$ cat src/rtl/fcs_frame_ctrl.sv
// Frame sequencer for the serial 802.15.4 FCS engine: streams MHR+payload bytes LSB first,
// captures the engine result after a one-cycle gap and appends it to the on-air bit stream.
module fcs_frame_ctrl #(
    parameter int MAX_LEN = 125,
    parameter int LEN_W   = 7
) (
    input  logic             clock,
    input  logic             reset_n,
    input  logic             frame_start,
    input  logic [LEN_W-1:0] frame_len,
    input  logic             abort,
    input  logic [7:0]       byte_data,
    input  logic             byte_valid,
    output logic             byte_ready,
    output logic             fcs_start,
    output logic             fcs_data,
    input  logic [15:0]      fcs_reg,
    output logic             tx_bit,
    output logic             tx_valid,
    output logic             busy,
    output logic             done,
    output logic             err
);

    typedef enum logic [2:0] {
        ST_IDLE   = 3'd0,
        ST_FETCH  = 3'd1,
        ST_SHIFT  = 3'd2,
        ST_GAP    = 3'd3,
        ST_APPEND = 3'd4
    } state_t;

    localparam logic [LEN_W-1:0] MAX_LEN_C = LEN_W'(MAX_LEN);
    localparam logic [LEN_W-1:0] ONE_C     = {{(LEN_W-1){1'b0}}, 1'b1};

    state_t           state_q, state_d;
    logic [7:0]       shift_q, shift_d;
    logic [7:0]       pf_q, pf_d;
    logic             pf_full_q, pf_full_d;
    logic [LEN_W-1:0] byte_cnt_q, byte_cnt_d;
    logic [3:0]       bit_cnt_q, bit_cnt_d;
    logic [15:0]      cap_q, cap_d;
    logic             done_q, done_d;
    logic             err_q, err_d;
    logic             len_ok_s;
    logic             hs_s;
    logic             byte_ready_s;
    logic             tx_bit_s;

    // byte_cnt counts bytes still to be accepted from the source, so it excludes
    // both the byte in the shift register and any byte waiting in the prefetch buffer
    always_comb begin
        byte_ready_s = 1'b0;
        tx_bit_s     = 1'b0;
        case (state_q)
            ST_FETCH:  byte_ready_s = 1'b1;
            ST_SHIFT: begin
                byte_ready_s = !pf_full_q && (byte_cnt_q != {LEN_W{1'b0}});
                tx_bit_s     = shift_q[bit_cnt_q[2:0]];
            end
            ST_APPEND: tx_bit_s = cap_q[bit_cnt_q];
            default: begin
                byte_ready_s = 1'b0;
                tx_bit_s     = 1'b0;
            end
        endcase
    end

    assign len_ok_s   = (frame_len != {LEN_W{1'b0}}) && (frame_len <= MAX_LEN_C);
    assign hs_s       = byte_valid && byte_ready_s;
    assign byte_ready = byte_ready_s;
    assign fcs_start  = (state_q == ST_SHIFT);
    assign fcs_data   = (state_q == ST_SHIFT) ? tx_bit_s : 1'b0;
    assign tx_bit     = tx_bit_s;
    assign tx_valid   = (state_q == ST_SHIFT) || (state_q == ST_APPEND);
    assign busy       = (state_q != ST_IDLE);
    assign done       = done_q;
    assign err        = err_q;

    // Next-state and datapath update; abort overrides everything outside IDLE
    always_comb begin
        state_d    = state_q;
        shift_d    = shift_q;
        pf_d       = pf_q;
        pf_full_d  = pf_full_q;
        byte_cnt_d = byte_cnt_q;
        bit_cnt_d  = bit_cnt_q;
        cap_d      = cap_q;
        done_d     = 1'b0;
        err_d      = 1'b0;
        if (abort && (state_q != ST_IDLE)) begin
            state_d    = ST_IDLE;
            pf_d       = 8'h00;
            pf_full_d  = 1'b0;
            byte_cnt_d = {LEN_W{1'b0}};
            bit_cnt_d  = 4'd0;
        end else begin
            case (state_q)
                ST_IDLE: begin
                    if (frame_start) begin
                        if (len_ok_s) begin
                            byte_cnt_d = frame_len;
                            state_d    = ST_FETCH;
                        end else begin
                            err_d = 1'b1;
                        end
                    end else begin
                        state_d = ST_IDLE;
                    end
                end
                ST_FETCH: begin
                    if (hs_s) begin
                        shift_d    = byte_data;
                        bit_cnt_d  = 4'd0;
                        byte_cnt_d = byte_cnt_q - ONE_C;
                        state_d    = ST_SHIFT;
                    end else begin
                        state_d = ST_FETCH;
                    end
                end
                ST_SHIFT: begin
                    if (bit_cnt_q == 4'd7) begin
                        bit_cnt_d = 4'd0;
                        if (pf_full_q) begin
                            shift_d   = pf_q;
                            pf_full_d = 1'b0;
                        end else if (byte_cnt_q != {LEN_W{1'b0}}) begin
                            // underrun: a byte arriving on this same edge is dropped
                            err_d      = 1'b1;
                            byte_cnt_d = {LEN_W{1'b0}};
                            state_d    = ST_IDLE;
                        end else begin
                            state_d = ST_GAP;
                        end
                    end else begin
                        bit_cnt_d = bit_cnt_q + 4'd1;
                        if (hs_s) begin
                            pf_d       = byte_data;
                            pf_full_d  = 1'b1;
                            byte_cnt_d = byte_cnt_q - ONE_C;
                        end else begin
                            pf_full_d = pf_full_q;
                        end
                    end
                end
                ST_GAP: begin
                    cap_d     = fcs_reg;
                    bit_cnt_d = 4'd0;
                    state_d   = ST_APPEND;
                end
                ST_APPEND: begin
                    if (bit_cnt_q == 4'd15) begin
                        bit_cnt_d = 4'd0;
                        done_d    = 1'b1;
                        state_d   = ST_IDLE;
                    end else begin
                        bit_cnt_d = bit_cnt_q + 4'd1;
                    end
                end
                default: state_d = ST_IDLE;
            endcase
        end
    end

    // State and datapath registers
    always_ff @(posedge clock or negedge reset_n) begin
        if (!reset_n) begin
            state_q    <= ST_IDLE;
            shift_q    <= 8'h00;
            pf_q       <= 8'h00;
            pf_full_q  <= 1'b0;
            byte_cnt_q <= {LEN_W{1'b0}};
            bit_cnt_q  <= 4'd0;
            cap_q      <= 16'h0000;
            done_q     <= 1'b0;
            err_q      <= 1'b0;
        end else begin
            state_q    <= state_d;
            shift_q    <= shift_d;
            pf_q       <= pf_d;
            pf_full_q  <= pf_full_d;
            byte_cnt_q <= byte_cnt_d;
            bit_cnt_q  <= bit_cnt_d;
            cap_q      <= cap_d;
            done_q     <= done_d;
            err_q      <= err_d;
        end
    end

endmodule

$ cat config.mk
export PLATFORM = sky130hd
export DESIGN_NAME = fcs_frame_ctrl
export DESIGN_NICKNAME = d
export VERILOG_FILES = /design/src/rtl/fcs_frame_ctrl.sv
export SDC_FILE = /design/constraint.sdc
export NUM_CORES = 1
export LEC_CHECK = 0
export BUFFER_PORTS_ARGS = -buffer_cell sky130_fd_sc_hd__buf_2
export CORE_MARGIN = 3
export CORE_UTILIZATION = 60
export CTS_BUF_LIST = sky130_fd_sc_hd__clkbuf_4
export DETAILED_ROUTE_END_ITERATION = 8
export PLACE_DENSITY_LB_ADDON = 0.25
export SYNTH_ARGS = -nofsm -noshare
export SYNTH_HDL_FRONTEND = slang
export SYNTH_SLANG_ARGS = --single-unit
$ cat constraint.sdc
create_clock -name clock -period 3.58 [get_ports clock]
set_input_delay 0.358 -clock clock [delete_from_list [all_inputs] [get_ports clock]]
set_output_delay 0.358 -clock clock [all_outputs]
set_load 0.03 [all_outputs]
==> out/results.ini <==
[global_route]
grtUsageTotal_pct = 23.6
grt_pass1_vias = 2067
grt_max_degree = 50
grt_pass1_wl_um = 9860
overflow = 0
antenna_found_initial = 0

[detailed_routing]
routed_wirelength_um = 5760
dr.pass1.iters = 5
drtIter0Drc = 355
antenna_left = 0
drc = 0
viasPerCell = 6.32
vias = 2167
wl_per_cell_um = 16.8

[timing]
period_minus_slack_ns = 2.80
relSlewSlack_pct = 29.0
slew_violations = 0
tightest_slew_ns = 1.06
fmax_mhz = 358
tns_ns = 0
hold_viol = 0
rsz0062_at_grt = no
period_share_pct = 78.1
clock_skew_ns = 0.00818
final-setup-viol-count = 0

[critical_path]
reg2reg_to = byte_cnt_q[3]
worstSetupPathType = flip-flop to primary output
worstSetupStartpointType = flip-flop
critPathCaptureType = primary output
r2r_start = state_q[2]
critPathMaxFanout = 9
reg2reg_slack_ns = 1.15
reg2reg_depth = 6
cp.arrival_ns = 2.44
required_ns = 3.22

[clock_tree]
clock_latency_ns = 0.36
clock_tree.buffer_depth = 2
htree_levels = 2
cts_setup_buffers = 0
hold_buffers = 0
cts-root-buf = clkbuf_4
cts_tree = built
clk_pin_slew_ns = 0.15
post_cts_resized = 0
cts.sinks = 49
cts_buffers = 5

[floorplanning]
num_io_pins = 44
die_height_um = 73.2
initial_core_util_pct = 64.9
row_count = 23
chipWidth_um = 73.2
dieArea_sq_mm = 0.00536
coreArea_sq_mm = 0.00417

[cells_and_area]
n_antenna_cell = 0
num-nets-final = 330
area_growth_pct = 11.0
layout-drive-gt1-share_pct = 27.3

[power_and_ir_drop]
power_mw = 2.29
vdd.ir_drop.worst_uv = 424
powerDensity_mw_per_mm2 = 763
p_leak_nw = 1.49

[synth]
synthArstFlopShare_pct = 100
synth-simple-area-share_pct = 14.7
ys_types = 55
yosysSeqAreaShare_pct = 45.3
synth_edf_count = 0
synth-compound-area-share_pct = 14.7
synth_flop_cell = dfrtp_1
syn_avg_cell_area_sq_um = 10.7
muxShareOfSynthArea_pct = 19.8
syn_nets = 292
netlist_area_sq_mm = 0.00271
synthXorXnorAreaFrac_pct = 0.647
yosysWarnings = 0
synth_top_family_by_area = multiplexers
synth-seq-cells = 49
synth_fa_ha_area_share_pct = 0.924
synthCells = 254

[min_path]
hold_class = input pin to asynchronous set/reset pin

[placed_design]
hpwlAfterDp_um = 4210
gp_congestion = 0.916
io_buffers = 43

[status]
outcome = finished, final reports clean

[job]
drv_cap = 0

## critical path, cell delays in order (launching register included)
cell and delay [ns]:
dfrtp_1 0.60, mux4_1 0.61, mux4_2 0.47, a31o_1 0.23
buf_2 0.17
## Yosys cell counts, types with 3 or more instances
cell type  number  area share, %
a21oi_1         9            1.7
a22o_1          9            2.9
buf_2           8            1.5
clkbuf_1        3           0.42
dfrtp_1        49             45
inv_1           9            1.2
mux2_2         16            6.7
mux2i_1        18            6.7
mux4_1          5            4.9
nand2_1        22            3.0
nand2b_1        3           0.69
nand3_1         6            1.1
nor2_1         23            3.2
nor3_1          6            1.1
nor4_1          4           0.92
o21ai_0        16            3.0
o22ai_1         3           0.69
## power by group
part	internal, mW	switching (mW)	leakage (nW)
Combinational	0.475	0.551	0.807
Clock	0.148	0.183	0.0414
Sequential	0.754	0.184	0.644
Total	1.38	0.918	1.49
## metrics by stage
stage	instance area [sq um]	instances	setup slack, ns	utilization (%)	hold slack (ns)
after global routing	3010	343	0.672	72.1	0.181
after floorplan	2710	254	1.31	-	0.0624
after global placement	2920	335	1.21	70.1	0.461
final	3010	343	0.783	72.1	0.164
after CTS	3010	343	0.757	72.1	0.201
after detailed placement	2920	335	1.17	70.1	0.467
## sequential cells by signal (all words and copies together), names as in the netlist, 3 cells and up
name,cells
byte_cnt_q,7
shift_q,8
pf_q,8
state_q,3
bit_cnt_q,4
cap_q,16
## layout make-up
type / instances / area [sq um]
fill: 327 / 1160
inverter: 10 / 37.5
sequential: 49 / 1230
timing repair buffer: 44 / 223
clock inverter: 3 / 46.3
clock buffer: 5 / 37.5
tap: 50 / 62.6
multi-input combinational: 182 / 1380
## per-layer routing
metal | global-route usage, % | wire length (um) | up-vias
met4 | 6.97 | 85 | 0
met3 | 4.68 | 477 | 11
met1 | 33.0 | 2400 | 1034
met2 | 37.3 | 2800 | 105
li1 | - | - | 1017
met5 | 0 | 0 | -
## worst max path at each step
stage	slack (ns)	start	endpoint
2_1_floorplan	1.31	state_q[2]	tx_bit
3_3_place_gp	1.21	bit_cnt_q[0]	tx_bit
3_5_place_dp	1.17	state_q[2]	byte_cnt_q[3]
4_1_cts	0.76	bit_cnt_q[0]	tx_bit
5_1_grt	0.67	bit_cnt_q[0]	tx_bit
6_report	0.78	bit_cnt_q[0]	tx_bit
## logic make-up (layout without fill, tap and decap cells)
kind of cell / count (synthesis) / count (layout)
AO/OA/AOI/OAI: 57 / 57
adder cells (fa/ha/maj): 2 / 2
buffers and inverters: 23 / 62
multiplexers: 41 / 41
XOR/XNOR: 2 / 2
AND/OR/NAND/NOR: 80 / 80
flip-flops: 49 / 49
## placed cells by master (no fill, tap or decap), drive strengths merged, types with 4 or more instances in the layout
master / n
mux2i: 18
buf: 44
nand2: 22
clkbuf: 5
o21ai: 18
a22o: 9
nor2: 24
a21oi: 9
nor4: 4
nor3: 7
mux2: 16
inv: 10
nand3: 7
mux4: 7
dfrtp: 49
Power figures use the tool's default switching activity.
